<file path="src/rtl/song_reader_pkg.sv">
// Shared song-entry layout, field widths and sequencer state encoding.
// Used by the song reader, the song ROM and the note players.
package song_pkg;
  localparam int ADV_BIT  = 15;
  localparam int NOTE_MSB = 14;
  localparam int NOTE_LSB = 9;
  localparam int DUR_MSB  = 8;
  localparam int DUR_LSB  = 3;
  localparam int NOTE_W   = 6;
  localparam int DUR_W    = 6;
  localparam int ENTRY_W  = 16;

  localparam logic [1:0] ST_IDLE   = 2'd0;
  localparam logic [1:0] ST_FETCH  = 2'd1;
  localparam logic [1:0] ST_DECODE = 2'd2;
  localparam logic [1:0] ST_WAIT   = 2'd3;

  typedef enum logic [1:0] {
    S_IDLE   = ST_IDLE,
    S_FETCH  = ST_FETCH,
    S_DECODE = ST_DECODE,
    S_WAIT   = ST_WAIT
  } state_e;

  // Packed in ROM bit order: adv[15], note[14:9], dur[8:3], meta[2:0].
  typedef struct packed {
    logic              adv;
    logic [NOTE_W-1:0] note;
    logic [DUR_W-1:0]  dur;
    logic [2:0]        meta;
  } entry_t;
endpackage

</file>
<file path="src/rtl/song_reader_if.sv">
// Song reader bus: ROM port, transport controls and note-start events.
interface song_reader_if #(
  parameter int VOICES = 3,
  parameter int IDX_W  = 5
) ();
  logic                        play;
  logic [1:0]                  song;
  logic                        beat;
  logic [VOICES-1:0]           voice_busy;
  logic [IDX_W+1:0]            rom_addr;
  logic [song_pkg::ENTRY_W-1:0] rom_dout;
  logic                        new_note;
  logic [song_pkg::NOTE_W-1:0] note;
  logic [song_pkg::DUR_W-1:0]  duration;
  logic [1:0]                  voice;
  logic                        song_done;
  logic                        busy;

  modport master (
    input  play, song, beat, voice_busy, rom_dout,
    output rom_addr, new_note, note, duration, voice, song_done, busy
  );
  modport slave (
    output play, song, beat, voice_busy, rom_dout,
    input  rom_addr, new_note, note, duration, voice, song_done, busy
  );
endinterface

</file>
<file path="src/rtl/song_reader_voice_alloc.sv">
// Priority picker: lowest-index voice not marked taken, plus an all-taken flag.
module voice_alloc #(
  parameter int VOICES = 3
) (
  input  logic [VOICES-1:0] taken,
  output logic [1:0]        voice,
  output logic              all_busy
);
  always_comb begin
    voice    = '0;
    all_busy = 1'b1;
    // Walk downward so the lowest free index is the last one written.
    for (int v = VOICES - 1; v >= 0; v--) begin
      if (!taken[v]) begin
        voice    = 2'(v);
        all_busy = 1'b0;
      end
    end
  end
endmodule

</file>
<file path="src/rtl/song_reader.sv">
// Walks one song in the song ROM, issuing chord notes back-to-back and
// holding on time-advance entries for their length in beats.
module song_reader
  import song_pkg::*;
#(
  parameter int VOICES = 3,
  parameter int IDX_W  = 5
) (
  input logic            clk,
  input logic            reset,
  song_reader_if.master  bus
);
  state_e            state_q, state_d;
  logic [IDX_W-1:0]  idx_q, idx_d;
  logic [1:0]        song_q, song_d;
  logic [DUR_W-1:0]  beat_cnt_q, beat_cnt_d;
  logic              new_note_q, new_note_d;
  logic [NOTE_W-1:0] note_q, note_d;
  logic [DUR_W-1:0]  dur_q, dur_d;
  logic [1:0]        voice_q, voice_d;
  logic              song_done_q, song_done_d;
  logic [VOICES-1:0] claimed_q, claimed_d;

  entry_t            ent;
  logic              unused_meta;
  logic [1:0]        pick;
  logic              all_busy;
  logic              advance;

  assign ent         = entry_t'(bus.rom_dout);
  assign unused_meta = ^ent.meta;

  voice_alloc #(.VOICES(VOICES)) u_alloc (
    .taken    (bus.voice_busy | claimed_q),
    .voice    (pick),
    .all_busy (all_busy)
  );

  always_comb begin
    state_d     = state_q;
    idx_d       = idx_q;
    song_d      = song_q;
    beat_cnt_d  = beat_cnt_q;
    new_note_d  = 1'b0;
    note_d      = note_q;
    dur_d       = dur_q;
    voice_d     = voice_q;
    song_done_d = 1'b0;
    advance     = 1'b0;
    // Shadow the voice just strobed until its busy flag has had time to rise.
    claimed_d   = new_note_q ? ({{(VOICES-1){1'b0}}, 1'b1} << voice_q) : '0;

    if (state_q == S_IDLE) begin
      if (bus.play) begin
        song_d  = bus.song;
        idx_d   = '0;
        state_d = S_FETCH;
      end
    end else if (bus.song != song_q) begin
      state_d    = S_IDLE;
      idx_d      = '0;
      beat_cnt_d = '0;
    end else if (bus.play) begin
      case (state_q)
        S_FETCH: state_d = S_DECODE;
        S_DECODE: begin
          if (!ent.adv) begin
            if (ent.note != '0) begin
              new_note_d = 1'b1;
              note_d     = ent.note;
              dur_d      = ent.dur;
              voice_d    = all_busy ? 2'd0 : pick;
            end
            advance = 1'b1;
          end else if (ent.dur == '0) begin
            advance = 1'b1;
          end else begin
            beat_cnt_d = ent.dur;
            state_d    = S_WAIT;
          end
        end
        S_WAIT: begin
          if (bus.beat) begin
            beat_cnt_d = beat_cnt_q - 1'b1;
            advance    = (beat_cnt_q == DUR_W'(1));
          end
        end
        default: state_d = S_IDLE;
      endcase
    end

    if (advance) begin
      if (idx_q == '1) begin
        song_done_d = 1'b1;
        idx_d       = '0;
        state_d     = S_IDLE;
      end else begin
        idx_d   = idx_q + 1'b1;
        state_d = S_FETCH;
      end
    end
  end

  always_ff @(posedge clk or posedge reset) begin
    if (reset) begin
      state_q     <= S_IDLE;
      idx_q       <= '0;
      song_q      <= '0;
      beat_cnt_q  <= '0;
      new_note_q  <= 1'b0;
      note_q      <= '0;
      dur_q       <= '0;
      voice_q     <= '0;
      song_done_q <= 1'b0;
      claimed_q   <= '0;
    end else begin
      state_q     <= state_d;
      idx_q       <= idx_d;
      song_q      <= song_d;
      beat_cnt_q  <= beat_cnt_d;
      new_note_q  <= new_note_d;
      note_q      <= note_d;
      dur_q       <= dur_d;
      voice_q     <= voice_d;
      song_done_q <= song_done_d;
      claimed_q   <= claimed_d;
    end
  end

  // In IDLE the address follows the live song select so play's first fetch is ready at once.
  assign bus.rom_addr  = (state_q == S_IDLE) ? {bus.song, idx_q} : {song_q, idx_q};
  assign bus.busy      = (state_q != S_IDLE);
  assign bus.new_note  = new_note_q;
  assign bus.note      = note_q;
  assign bus.duration  = dur_q;
  assign bus.voice     = voice_q;
  assign bus.song_done = song_done_q;
endmodule

</file>
<file path="src/flat_wrapper.sv">
// flat-port wrapper written by rule: the top's interface ports become plain ports
module song_reader_flat import song_pkg::*;
#(
  parameter int VOICES = 3,
  parameter int IDX_W  = 5
)
  (clk, reset, bus_play, bus_song, bus_beat, bus_voice_busy, bus_rom_dout, bus_rom_addr, bus_new_note, bus_note, bus_duration, bus_voice, bus_song_done, bus_busy);
  song_reader_if #(.VOICES(VOICES), .IDX_W(IDX_W)) bus_i ();
  input logic clk;
  input logic reset;
  input wire logic [$bits(bus_i.play)-1:0] bus_play;
  input wire logic [$bits(bus_i.song)-1:0] bus_song;
  input wire logic [$bits(bus_i.beat)-1:0] bus_beat;
  input wire logic [$bits(bus_i.voice_busy)-1:0] bus_voice_busy;
  input wire logic [$bits(bus_i.rom_dout)-1:0] bus_rom_dout;
  output wire logic [$bits(bus_i.rom_addr)-1:0] bus_rom_addr;
  output wire logic [$bits(bus_i.new_note)-1:0] bus_new_note;
  output wire logic [$bits(bus_i.note)-1:0] bus_note;
  output wire logic [$bits(bus_i.duration)-1:0] bus_duration;
  output wire logic [$bits(bus_i.voice)-1:0] bus_voice;
  output wire logic [$bits(bus_i.song_done)-1:0] bus_song_done;
  output wire logic [$bits(bus_i.busy)-1:0] bus_busy;
  assign bus_i.play = bus_play;
  assign bus_i.song = bus_song;
  assign bus_i.beat = bus_beat;
  assign bus_i.voice_busy = bus_voice_busy;
  assign bus_i.rom_dout = bus_rom_dout;
  assign bus_rom_addr = bus_i.rom_addr;
  assign bus_new_note = bus_i.new_note;
  assign bus_note = bus_i.note;
  assign bus_duration = bus_i.duration;
  assign bus_voice = bus_i.voice;
  assign bus_song_done = bus_i.song_done;
  assign bus_busy = bus_i.busy;
  song_reader #(.VOICES(VOICES), .IDX_W(IDX_W)) u_core (.clk(clk), .reset(reset), .bus(bus_i));
endmodule
</file>
<file path="config.mk">
export PLATFORM = sky130hd
export DESIGN_NAME = song_reader_flat
export DESIGN_NICKNAME = d
export VERILOG_FILES = /design/src/rtl/song_reader_pkg.sv /design/src/rtl/song_reader_if.sv /design/src/rtl/song_reader_voice_alloc.sv /design/src/rtl/song_reader.sv /design/src/flat_wrapper.sv
export SDC_FILE = /design/constraint.sdc
export NUM_CORES = 1
export LEC_CHECK = 0
export ABC_AREA = 1
export CORE_ASPECT_RATIO = 1.25
export CORE_MARGIN = 2
export CORE_UTILIZATION = 50
export CTS_BUF_LIST = sky130_fd_sc_hd__clkbuf_16
export DETAILED_ROUTE_END_ITERATION = 10
export DONT_BUFFER_PORTS = 1
export PLACE_DENSITY = 0.68
export SETUP_SLACK_MARGIN = 0.5
export SYNTH_ARGS = -nofsm -noshare
export SYNTH_HDL_FRONTEND = slang
export SYNTH_SLANG_ARGS = --single-unit
</file>
<file path="constraint.sdc">
create_clock -name clk -period 1.7 [get_ports clk]
set_input_delay 0.34 -clock clk [delete_from_list [all_inputs] [get_ports clk]]
set_output_delay 0.34 -clock clk [all_outputs]
set_load 0.02 [all_outputs]
</file>
======== Word level (Yosys, flattened, before mapping) ========
Index checks and enable logic that the tools add are counted.
storage, ports and cells
  latch bits .............................. 0
  word-level logic and storage cells ...... 87
  flip-flop bits (word level) ............. 34
  memories ................................ 0
  memory bits (writable) .................. 0
  input bits .............................. 25
  bits in read-only memories .............. 0
  output and inout bits ................... 24
operators by class
  multiplexer cells ....................... 44
  bitwise operators ....................... 4
  equality and inequality tests ........... 13
  reduce and logical (&&, ||, !) cells .... 13
  div/mod/pow operators ................... 0
  $add $sub $neg .......................... 2
  shifts and indexed selects .............. 1
  order comparisons ....................... 0
  multiply operators ...................... 0
operator list
  operator                                                                 count
  6-bit two-way mux                                                        5
  5-bit two-way mux                                                        5
  2-bit two-way mux                                                        11
  1-bit two-way mux                                                        18
  3-bit by 2-bit inequality test with 1-bit output, second input constant  4
  6-bit case mux with 2 select lines                                       1
  6-bit AND reduction                                                      2
  5-bit by 2-bit inequality test with 1-bit output, second input constant  2
  3-bit nonzero test                                                       3
  7-bit two-way mux                                                        1
  6-bit by 1-bit equality test with 1-bit output, second input constant    1
  6-bit logical NOT                                                        1
  2-bit case mux with 3 select lines                                       1
  6-bit nonzero test                                                       1
  6-bit by 1-bit subtractor with 6-bit output, second input constant       1
  5-bit by 1-bit adder with 5-bit output, second input constant            1
  5-bit equality test, second input constant                               1
  5-bit AND reduction                                                      1
  2-bit equality test, second input constant                               2
  4-bit by 1-bit inequality test with 1-bit output, second input constant  1
  2-bit AND reduction                                                      2
  2-bit nonzero test                                                       2
  3-bit two-way mux                                                        1
  1-bit inverter                                                           3
  other kinds (6)                                                          6

======== Logic depth before layout (Yosys ltp) ========
Gate-level depths: netlist of run 1.
  word-level depth ........................ 9
  mapped depth ............................ 11

======== By module ========
Synthesis of run 1 repeated with hierarchy kept, for this count alone.
second synthesis, totals
  cells, all modules ...................... 242
  area, all modules ....................... 1970.6 sq um
by module, submodules not included
  module       sequential area each (sq um)  cells each  area an instance (sq um)  instances
  song_reader  850.8                         236         1948.1                    1
  voice_alloc  0.0                           6           22.5                      1

======== Worst setup path before layout of run 1 ========
No wires, ideal clock.
  path kind ............................... reg2reg
  from .................................... register u_core.state_q[0]
  to ...................................... register u_core.voice_q[0] (netlist: u_core.bus.voice[0])
  setup slack ............................. 181 ps
  buffers on the path ..................... 1
  setup time .............................. 123 ps
  required time ........................... 1577 ps
  period minus slack after synthesis ...... 1519 ps
  arrival time ............................ 1396 ps
  stages on the path, launching flop included .. 10
  cell sequence ........................... dfrtp_1 inv_1 ha_1 inv_2 nand3_1 inv_2 nand3_2 buf_4 nand2_1 o21ai_2
on the way
  cells in the longest elaborated chain, start to end .. 3
  elaborated cells between the ends (all ways) .. 4
  classes of those cells .................. 1 x eq/ne; 1 x bitwise; 2 x reduce/logical
RTL lines
  item                                      RTL line            RTL
  start, declared                           song_reader.sv:13   state_e state_q, state_d;
  start signal, assigned                    song_reader.sv:117  state_q <= state_d;
  2-bit logical NOT                         song_reader.sv:53   if (state_q == S_IDLE) begin
  1-bit inverter (no source line)           --
  6-bit AND reduction (no source line) (*)  --
  end signal, assigned                      song_reader.sv:124  voice_q <= voice_d;
  end, declared                             song_reader.sv:20   logic [1:0] voice_q, voice_d;
Mark *: on every way between the ends. The rest lies on a longest branch, timed or not.
A chain may end at the register's enable or synchronous reset.

======== Worst setup path after layout of run 1 ========
  from .................................... register u_core.state_q[1]
  to ...................................... register u_core.state_q[1]
on the way
  cells in the longest elaborated chain, start to end .. 7
  elaborated cells between the ends (all ways) .. 19
  classes of those cells .................. 7 x eq/ne; 9 x mux; 3 x reduce/logical
RTL lines
  item                                                                                       RTL line           RTL
  2-bit equality test                                                                        song_reader.sv:64  case (state_q)
  1-bit case mux with 2 select lines                                                         song_reader.sv:64
  1-bit two-way mux                                                                          song_reader.sv:63  end else if (bus.play) begin
  1-bit two-way mux                                                                          song_reader.sv:59  end else if (bus.song != song_q) begin
  1-bit two-way mux                                                                          song_reader.sv:53
  5-bit by 2-bit inequality test with 1-bit output (no source line) (tied with other cells)  --
  5-bit AND reduction (no source line)                                                       --
Several ways; a longest one is shown, not always the timed one. The select of a mux whose other input is x is not followed.

==> summary.txt, run 1 <==
Clock tree
  – Worst-path clk slew: 0.06 ns
  – Hold_buf cts: 0
  – CTS Sinks: 34
  – Clock Tree Buf Depth: 2
  – TritonCTS Buffers: 5
  – Clock latency on the worst-skew pair: 0.28 ns
  – CTS root buffer: clkbuf_16
  – CTS tree: done
  – H-tree Lvls: 2

STA
  – Max Clk Rate: 619 MHz
  – Endpoints failing hold: 0
  – Final worst path period share: 95.0%
  – Final Max Slew Viols: 0
  – Fin Setup TNS: 0 ns
  – Final Critical Period: 1.61 ns
  – Setup violators final: 0
  – PnR worst setup slack: 0.0854 ns
  – Worst-Margin Slew: 0.435 ns
  – Slew HR: 71.0%
  – Clk_skew: 0.00666 ns
  – Unrepaired setup endpoints after global routing: yes
  – Worst hold slack: 0.0232 ns

Logic synthesis
  – Sequential-to-total area share from yosys stat: 45.5%
  – Syn Inst Count: 244
  – Net count after synthesis: 276
  – Syn_area_per_cell: 7.67 um^2
  – Top post-synthesis cells by area: dfrtp_1 45%, nand2_1 18%, ha_1 4.7%
  – Yosys warns: 0
  – Most common cell in the netlist: nand2_1
  – Main synth FF type: dfrtp_1
  – Distinct cell type count after synthesis: 25
  – #FFs+latches synth: 34
  – Async S/R FF share, synth: 100%
  – Top cells by count, synth: 89 x nand2_1, 34 x dfrtp_1, 20 x nor2_1
  – Largest area contributor in the netlist: dfrtp_1
  – Post-synth EDFFs: 0
  – Mapped cell area: 0.00187 mm^2
  – Yosys top cell area share: 45.5%

Global route
  – Vias in the first global route: 1478
  – Initial antenna violation count: 0
  – Largest net degree at the start of global routing: 35
  – First-pass GRT wire length: 6.43 mm
  – Total gr overflow: 0
  – Total Routing Usage GR: 19.8%

Critical path
  – Critical path class: reg -> reg
  – Reg2reg start: u_core.state_q[1]
  – Startpoint types: flip-flop
  – Largest delay share family, worst path: flip-flops
  – Critical Path AT: 1.82 ns
  – Req. time, crit path: 1.91 ns
  – Crit-path max cell delay: 0.46 ns
  – Critical Path End Type: flip-flop
  – CP bufs+invs: 3
  – Crit-path slowest cell: dfrtp_2
  – Crit path launch: u_core.state_q[1]
  – Crit path max fanout: 8
  – Cells along the critical path: inv_2, ha_4, clkinv_8, a21oi_1, inv_1, nand2_2, nand2_1, o21ai_1

Cells and area
  – Final core occ: 71.2%
  – Non-filler cells, final: 301
  – Layout area overhead: 34.8%
  – Layout cells sized above 1: 37.4%
  – FF/Latch Area: 856 um^2
  – Nets@finish: 293
  – ANT cells: 0
  – Fill cells: 265
  – Post-route cell area: 0.00252 mm^2
  – Multi-input gate area: 0.00113 mm^2

Detailed routing
  – Via density: 5.36
  – Post-route antenna net violation count: 0
  – Router iterations before antenna repair: 7
  – Number of remaining DRC errors: 4
  – Final wirelength: 4.55 mm
  – Vias: 1613
  – Initial DRC Count: 62
  – Drt wl/cell: 15.1 um

Floorplanning
  – Starting Density: 52.8%
  – Row cnt: 24
  – Die height: 72.4 um
  – Die outline width: 58.7 um
  – Core area: 0.00354 mm^2
  – Die Area: 0.00425 mm^2
  – Ports: 49

Power
  – LEAKAGE: 1.23 nW
  – Pwr Density: 1540 mW/mm^2
  – Max rail drop VDD: 0.991 mV
  – Design Power: 3.88 mW

Placement
  – Number of port buffers: 0
  – Half-perimeter wire length after placement: 2.79 mm
  – Placed Cells incl. Taps: 286
  – RePlAce Congestion: 0.768
  – Total placed instance area: 0.00200 mm^2
  – Setup WS pre-CTS: 0.108 ns

Run status
  – Failing checks: design-rule violations
  – Status: finished with violations

Run
  – MaxCap Viol Count: 0

Hold path
  – HP Class: in -> async
-- cell usage in the layout, fill, tap and decap left out, drive strengths merged --
| cell type | netlist | final |
|---|---|---|
| a21oi | 5 | 5 |
| buf | 2 | 12 |
| bufinv | 0 | 2 |
| clkbuf | 1 | 6 |
| clkinv | 1 | 2 |
| clkinvlp | 0 | 1 |
| dfrtp | 34 | 34 |
| ha | 7 | 7 |
| inv | 30 | 29 |
| nand2 | 96 | 96 |
| nand3 | 13 | 13 |
| nand4 | 2 | 2 |
| nor2 | 22 | 22 |
| nor3 | 3 | 3 |
| nor4 | 1 | 1 |
| o21a | 1 | 1 |
| o21ai | 22 | 22 |
| o21bai | 1 | 1 |
| o22ai | 1 | 1 |
| xor2 | 2 | 2 |
-- worst paths after layout --
kind,to,slack (ns),depth (start not counted)
hold / removal,u_core.bus.note[0],0.02,2
setup / recovery,u_core.state_q[1],0.09,8
hold reg to reg,u_core.beat_cnt_q[1],0.50,2
min in group clk,u_core.bus.duration[1],0.18,2
max in group asynchronous,u_core.state_q[0],1.33,2
setup reg to reg,u_core.state_q[1],0.09,8
-- cell type report --
cell class	instances	area share, %
Timing Repair Buffer	13	6.10
Sequential cell	34	33.9
Inverter	31	5.75
Multi-Input combinational cell	176	44.6
Clock buffer	5	4.96
Clock inverter	3	2.73
Tap cell	39	1.93
-- logic make-up (layout without fill, tap and decap cells) --
family | Yosys count | count (layout) | share of synthesized area [%]
and+or+nand+nor | 137 | 137 | 31.8
DFF | 34 | 34 | 45.5
buffers and inverters | 34 | 52 | 7.22
AOI/OAI and AO/OA | 30 | 30 | 9.96
adders and majority gates | 7 | 7 | 4.68
xor gates and xnor gates | 2 | 2 | 0.936
-- power by group --
| group | total, mW | leakage [nW] | switching (mW) | internal, mW |
|---|---|---|---|---|
| sequential | 1.19 | 0.456 | 0.224 | 0.967 |
| combinational | 1.49 | 0.679 | 0.915 | 0.571 |
| clock | 1.20 | 0.0940 | 0.361 | 0.842 |
| total | 3.88 | 1.23 | 1.50 | 2.38 |
-- sequential cells by signal (all words and copies together), names as in the netlist --
| register | flops |
|---|---|
| u_core.beat_cnt_q | 6 |
| u_core.bus.duration | 6 |
| u_core.bus.new_note | 1 |
| u_core.bus.note | 6 |
| u_core.bus.song_done | 1 |
| u_core.bus.voice | 2 |
| u_core.claimed_q | 3 |
| u_core.idx_q | 5 |
| u_core.song_q | 2 |
| u_core.state_q | 2 |
-- per-layer routing --
metal | track usage [%] | part of all wire, %
met1 | 22.9 | 38
met2 | 33.5 | 55
met3 | 5.88 | 5.7
met5 | 0 | 0
met4 | 8.84 | 1.4
-- timing repair --
| action | 4_1_cts | 5_1_grt |
|---|---|---|
| pin swaps | 14 | 19 |
| endpoints found under the setup margin | 33 | 32 |
| setup buffers | 3 | 3 |
| gates cloned | 0 | 1 |
| resized for setup | 20 | 43 |
No activity file was read; power rests on OpenSTA's default activity.
==> run 2: changes to the inputs <==
--- a/config.mk
+++ b/config.mk
@@ -12,7 +12,8 @@
 export CTS_BUF_LIST = sky130_fd_sc_hd__clkbuf_16
 export DETAILED_ROUTE_END_ITERATION = 10
 export DONT_BUFFER_PORTS = 1
-export PLACE_DENSITY = 0.68
+export GPL_TIMING_DRIVEN = 0
+export PLACE_DENSITY = 0.61
 export SETUP_SLACK_MARGIN = 0.5
 export SYNTH_ARGS = -nofsm -noshare
 export SYNTH_HDL_FRONTEND = slang
==> run 2 against run 1 <==
Compared with the run above:
- the flow still finishes with violations (design-rule violations)
- core utilization down 0.67 points
- register-to-register slack better by 0.05 ns
- setup slack better by 0.016 ns
- cell area down 0.94%
- via count up 0.19%
- combinational power down 6%
- largest power group unchanged
==> summary.txt, run 2 (synthesis gave the netlist of run 1 again) <==
Power
  – Max rail drop VDD: 0.811 mV (-18%)
  – Pwr Density: 1500 mW/mm^2 (-2.2%)
  – LEAKAGE: 1.21 nW (-1.4%)
  – Design Power: 3.76 mW (-3.1%)

Critical path
  – Largest delay share family, worst path: flip-flops
  – Crit-path slowest cell: dfrtp_2
  – Critical Path AT: 1.26 ns (-0.56 ns)
  – Startpoint types: flip-flop
  – Cells along the critical path: inv_2, ha_4, nand2_4, o21ai_4
  – CP bufs+invs: 1 (-2)
  – Critical Path End Type: output pin
  – Crit-path max cell delay: 0.45 ns (about the same)
  – Req. time, crit path: 1.36 ns (-0.55 ns)
  – Crit path max fanout: 6 (-2)
  – Critical path class: reg -> out

Run
  – MaxCap Viol Count: 0 (unchanged)

Detailed routing
  – Drt wl/cell: 14.4 um (-4.6%)
  – Via density: 5.40 (+0.86%)
  – Final wirelength: 4.31 mm (-5.2%)
  – Router iterations before antenna repair: 7 (unchanged)
  – Post-route antenna net violation count: 0 (unchanged)
  – Initial DRC Count: 80 (+29%)
  – Vias: 1616 (+0.19%)
  – Number of remaining DRC errors: 6 (+2)

STA
  – Worst-Margin Slew: 0.734 ns (+0.299 ns)
  – Final worst path period share: 94.0% (-0.94 points)
  – Endpoints failing hold: 0 (unchanged)
  – Setup violators final: 0 (unchanged)
  – Fin Setup TNS: 0 ns (unchanged)
  – Slew HR: 51.0% (-20 points)
  – Final Critical Period: 1.60 ns (-0.0160 ns)
  – Max Clk Rate: 626 MHz (+1.0%)
  – Final Max Slew Viols: 0 (unchanged)
  – Clk_skew: 0.00571 ns (-0.000953 ns)
  – Unrepaired setup endpoints after global routing: yes
  – PnR worst setup slack: 0.101 ns (+0.0160 ns)

Floorplanning
  – Die Area: 0.00425 mm^2 (unchanged)
  – Ports: 49 (unchanged)
  – Die outline width: 58.7 um (unchanged)
  – Starting Density: 52.8% (unchanged)
  – Die height: 72.4 um (unchanged)
  – Core area: 0.00354 mm^2 (unchanged)
  – Row cnt: 24 (unchanged)

Clock tree
  – CTS tree: done
  – Worst-path clk slew: 0.06 ns (about the same)
  – CTS Sinks: 34 (unchanged)
  – Clock latency on the worst-skew pair: 0.28 ns (about the same)
  – Clock Tree Buf Depth: 2 (unchanged)
  – CTS root buffer: clkbuf_16
  – TritonCTS Buffers: 5 (unchanged)
  – H-tree Lvls: 2 (unchanged)

Global route
  – Vias in the first global route: 1677 (+13%)
  – Total gr overflow: 0 (unchanged)
  – First-pass GRT wire length: 6.83 mm (+6.2%)
  – Initial antenna violation count: 0 (unchanged)
  – Largest net degree at the start of global routing: 35 (unchanged)
  – Total Routing Usage GR: 20.8% (+0.91 points)

Cells and area
  – Commonest non-fill, non-tap cell in the layout: nand2_1
  – Fill cells: 278 (+4.9%)
  – Post-route cell area: 0.00250 mm^2 (-0.94%)
  – Nets@finish: 291 (-0.68%)
  – Commonest cells after routing, fill and taps aside: 69 x nand2_1, 31 x dfrtp_1, 16 x nor2_1, 15 x inv_1, 15 x nand2_2
  – ANT cells: 0 (unchanged)
  – Layout cells sized above 1: 35.0% (-2.4 points)
  – Layout area overhead: 33.6%

Placement
  – Total placed instance area: 0.00199 mm^2 (-0.94%)
  – RePlAce Congestion: 0.814 (+6.1%)
  – Number of port buffers: 0 (unchanged)
  – Setup WS pre-CTS: 0.0781 ns (-0.0298 ns)
  – Half-perimeter wire length after placement: 2.97 mm (+6.2%)

Run status
  – Status: finished with violations
  – Failing checks: design-rule violations

Hold path
  – HP Class: in -> async
run 2: timing repair:
action / in CTS / in global routing
resized for setup: 23 / 39
pin swaps: 6 / 12
endpoints found under the setup margin: 34 / 34
gates cloned: 0 / 2
setup buffers: 3 / 3
hold buffers: 0 / 0
run 2: final timing paths:
path | startpoint | endpoint | slack [ns] | cells after the start
worst min register to register | u_core.beat_cnt_q[1] | u_core.beat_cnt_q[1] | 0.48 | 2
worst min-delay path | reset | u_core.state_q[0] | 0.05 | 1
worst max-delay path | u_core.state_q[1] | bus_rom_addr[6] | 0.10 | 4
max in group asynchronous | reset | u_core.idx_q[0] | 1.20 | 1
min in group clk | bus_rom_dout[3] | u_core.bus.duration[0] | 0.18 | 2
worst max register to register | u_core.state_q[1] | u_core.bus.duration[3] | 0.14 | 9
run 2: report_power, final:
group / internal, mW / switching [mW] / leakage, nW
Sequential: 0.964 / 0.208 / 0.457
Combinational: 0.520 / 0.880 / 0.661
Clock: 0.842 / 0.343 / 0.0940
Total: 2.33 / 1.43 / 1.21
run 2: per-layer routing:
layer	global-route usage, %	up-vias	routed length [um]
met1	21.0	765	1590
li1	-	801	-
met2	39.1	43	2380
met3	7.13	7	283
met4	6.06	0	66
met5	0	-	0
run 2: metrics by stage:
step           utilization [%]  instances  hold slack (ns)
5_1_grt                   70.6        299            0.113
3_5_place_dp              56.0        283            0.462
6_report                  70.6        299           0.0462
3_3_place_gp              56.0        283            0.460
2_1_floorplan                -        244            0.449
4_1_cts                   64.5        294           0.0706
run 2: worst register-to-register path, delay by kind of cell, from the launching register on:
| kind | cells | cell delay [ns] |
|---|---|---|
| AOI/OAI and AO/OA | 1 | 0.05 |
| adders and majority gates | 1 | 0.22 |
| buffers and inverters | 4 | 0.48 |
| DFF | 1 | 0.43 |
| and+or+nand+nor | 3 | 0.28 |
run 2: area by class of cell:
type	instances	area (um^2)	share of cell area, %
multi-input cells	176	1140	45.5
plain buffers	3	31.3	1.25
clock inverters	3	68.8	2.75
flip-flops and latches	34	855	34.2
well taps	39	48.8	1.95
clock buffers	5	125	5.01
repair buffers	8	85.1	3.40
inverters	31	149	5.96
==> run 3: changes to the inputs <==
--- a/config.mk
+++ b/config.mk
@@ -6,6 +6,7 @@
 export NUM_CORES = 1
 export LEC_CHECK = 0
 export ABC_AREA = 1
+export CAP_MARGIN = 20
 export CORE_ASPECT_RATIO = 1.25
 export CORE_MARGIN = 2
 export CORE_UTILIZATION = 50
@@ -13,6 +14,7 @@
 export DETAILED_ROUTE_END_ITERATION = 10
 export DONT_BUFFER_PORTS = 1
 export GPL_TIMING_DRIVEN = 0
+export MAX_ROUTING_LAYER = met4
 export PLACE_DENSITY = 0.61
 export SETUP_SLACK_MARGIN = 0.5
 export SYNTH_ARGS = -nofsm -noshare
==> constraint.sdc (replaced) <==
create_clock -name clk -period 1.5 [get_ports clk]
set_input_delay 0.3 -clock clk [delete_from_list [all_inputs] [get_ports clk]]
set_output_delay 0.3 -clock clk [all_outputs]
set_load 0.02 [all_outputs]
==> run 3 against run 2 <==
Compared with the run above:
- the run ends with design-rule violations, negative setup slack left
- power rose by 5.3%
- combinational power increased by 18%
- largest cell class unchanged
- largest power group unchanged
- critical endpoint is now u_core.bus.duration[2]
- register-to-register slack lost 0.22 ns
- clock-buffer cell count unchanged
==> summary.txt, run 3 (synthesis gave the netlist of run 1 again) <==
Critical path
  – Req. time, crit path: 1.67 ns (+0.31 ns)
  – Critical Path AT: 1.74 ns (+0.48 ns)
  – Startpoint types: flip-flop
  – Critical Path End Type: flip-flop
  – Crit path max fanout: 5 (-1)
  – Critical path class: reg -> reg

Clock tree
  – H-tree Lvls: 2 (unchanged)
  – CTS tree: done
  – Clock latency on the worst-skew pair: 0.28 ns (about the same)
  – TritonCTS Buffers: 5 (unchanged)
  – CTS root buffer: clkbuf_16
  – Worst-path clk slew: 0.05 ns (about the same)
  – CTS Sinks: 34 (unchanged)
  – Hold_buf cts: 0 (unchanged)
  – Clock Tree Buf Depth: 2 (unchanged)

Cells and area
  – ANT cells: 0 (unchanged)
  – Layout area overhead: 31.4%
  – Commonest non-fill, non-tap cell in the layout: nand2_1
  – Layout cells sized above 1: 40.5% (+5.5 points)
  – Non-filler cells, final: 298 (-0.33%)
  – Commonest cells after routing, fill and taps aside: 72 x nand2_1, 22 x dfrtp_2, 17 x nand2_2, 16 x nor2_1, 15 x inv_1
  – Nets@finish: 290 (-0.34%)
  – Fill cells: 294 (+5.8%)
  – Final core occ: 69.4% (-1.2 points)

STA
  – Fin Setup TNS: -1.04 ns (-1.04 ns)
  – PnR worst setup slack: -0.0765 ns (-0.178 ns)
  – Final Critical Period: 1.58 ns
  – Final Max Slew Viols: 0 (unchanged)
  – Final worst path period share: 105%
  – Max Clk Rate: 634 MHz
  – Slew HR: 51.1% (+0.098 points)
  – Unrepaired setup endpoints after global routing: yes
  – Endpoints failing hold: 0 (unchanged)
  – Setup violators final: 28 (+28)
  – Clk_skew: 0.00296 ns (-0.00275 ns)
  – Worst-Margin Slew: 0.732 ns (-0.00146 ns)

Floorplanning
  – Ports: 49 (unchanged)
  – Row cnt: 24 (unchanged)
  – Starting Density: 52.8% (unchanged)
  – Die height: 72.4 um (unchanged)
  – Die Area: 0.00425 mm^2 (unchanged)
  – Core area: 0.00354 mm^2 (unchanged)
  – Die outline width: 58.7 um (unchanged)

Global route
  – Total gr overflow: 0 (unchanged)
  – Vias in the first global route: 1622 (-3.3%)
  – Initial antenna violation count: 0 (unchanged)
  – First-pass GRT wire length: 6.73 mm (-1.5%)
  – Total Routing Usage GR: 21.4% (+0.65 points)
  – Largest net degree at the start of global routing: 35 (unchanged)

Hold path
  – HP Class: in -> async

Detailed routing
  – Vias: 1581 (-2.2%)
  – Post-route antenna net violation count: 0 (unchanged)
  – Initial DRC Count: 72 (-10%)
  – Number of remaining DRC errors: 8 (+2)
  – Router iterations before antenna repair: 7 (unchanged)
  – Final wirelength: 4.21 mm (-2.3%)
  – Via density: 5.31 (-1.8%)
  – Drt wl/cell: 14.1 um (-2.0%)

Power
  – Pwr Density: 1610 mW/mm^2 (+7.1%)
  – Max rail drop VDD: 1.28 mV (+57%)
  – LEAKAGE: 1.16 nW (-3.8%)
  – Design Power: 3.96 mW (+5.3%)

Placement
  – Half-perimeter wire length after placement: 2.96 mm (-0.23%)
  – Number of port buffers: 0 (unchanged)
  – RePlAce Congestion: 0.840 (+3.2%)
  – Placed Cells incl. Taps: 283 (unchanged)

Run status
  – Status: finished with violations
  – Failing checks: design-rule violations, negative setup slack

Run
  – MaxCap Viol Count: 0 (unchanged)
==> run 3: cell type report <==
| class | count | area (um^2) | share of cell area, % |
|---|---|---|---|
| inverters | 31 | 146 | 5.95 |
| well taps | 39 | 48.8 | 1.98 |
| flip-flops and latches | 34 | 878 | 35.7 |
| plain buffers | 3 | 35.0 | 1.42 |
| clock buffers | 5 | 125 | 5.09 |
| repair buffers | 7 | 108 | 4.38 |
| multi-input cells | 176 | 1100 | 44.8 |
| clock inverters | 3 | 16.3 | 0.662 |
==> run 3: through the flow <==
stage	hold WS, ns	setup WS, ns	cell area (um^2)
after CTS	0.0240	-0.0522	2270
after global placement	0.311	-0.0686	1990
after floorplan	0.241	0.0965	1950
after detailed placement	0.325	-0.0917	1990
after global routing	0.0524	-0.166	2460
final	0.00626	-0.0765	2460
==> run 3: worst paths after layout <==
check	startpoint	end	slack, ns	cells past startpoint
setup reg to reg	u_core.state_q[0]	u_core.bus.duration[2]	-0.08	10
hold reg to reg	u_core.beat_cnt_q[1]	u_core.beat_cnt_q[1]	0.48	2
max in group asynchronous	reset	u_core.bus.note[5]	1.05	1
setup / recovery	u_core.state_q[0]	u_core.bus.duration[2]	-0.08	10
hold / removal	reset	u_core.song_q[1]	0.006	1
min in group clk	bus_rom_dout[11]	u_core.bus.note[2]	0.14	2
==> run 3: where the power goes <==
part	switching, mW	internal (mW)	leakage, nW
registers	0.230	1.10	0.426
clock network	0.371	0.605	0.0672
logic	1.01	0.639	0.671
==> run 3: timing repair <==
item	4_1_cts	5_1_grt
gates cloned	0	2
setup buffers	3	2
endpoints found under the setup margin	55	55
pin swaps	4	10
gates resized for setup	37	32
==> run 3: worst max-delay path, cell delays in order, from the launching register on <==
cell	delay (ns)
dfrtp_1	0.41
inv_2	0.11
ha_4	0.16
inv_4	0.05
nor2_4	0.11
inv_4	0.07
nor2_4	0.10
nand3_4	0.15
clkbuf_16	0.20
nand2_2	0.05
o21ai_2	0.04
==> run 3: per-layer routing <==
metal / vias to the layer above / global-route usage, % / share of wire, %
met4: 0 / 8.33 / 1.9
met2: 47 / 36.9 / 53
met3: 8 / 7.66 / 6.9
met1: 733 / 21.8 / 38
met5: - / - / 0
li1: 793 / - / -
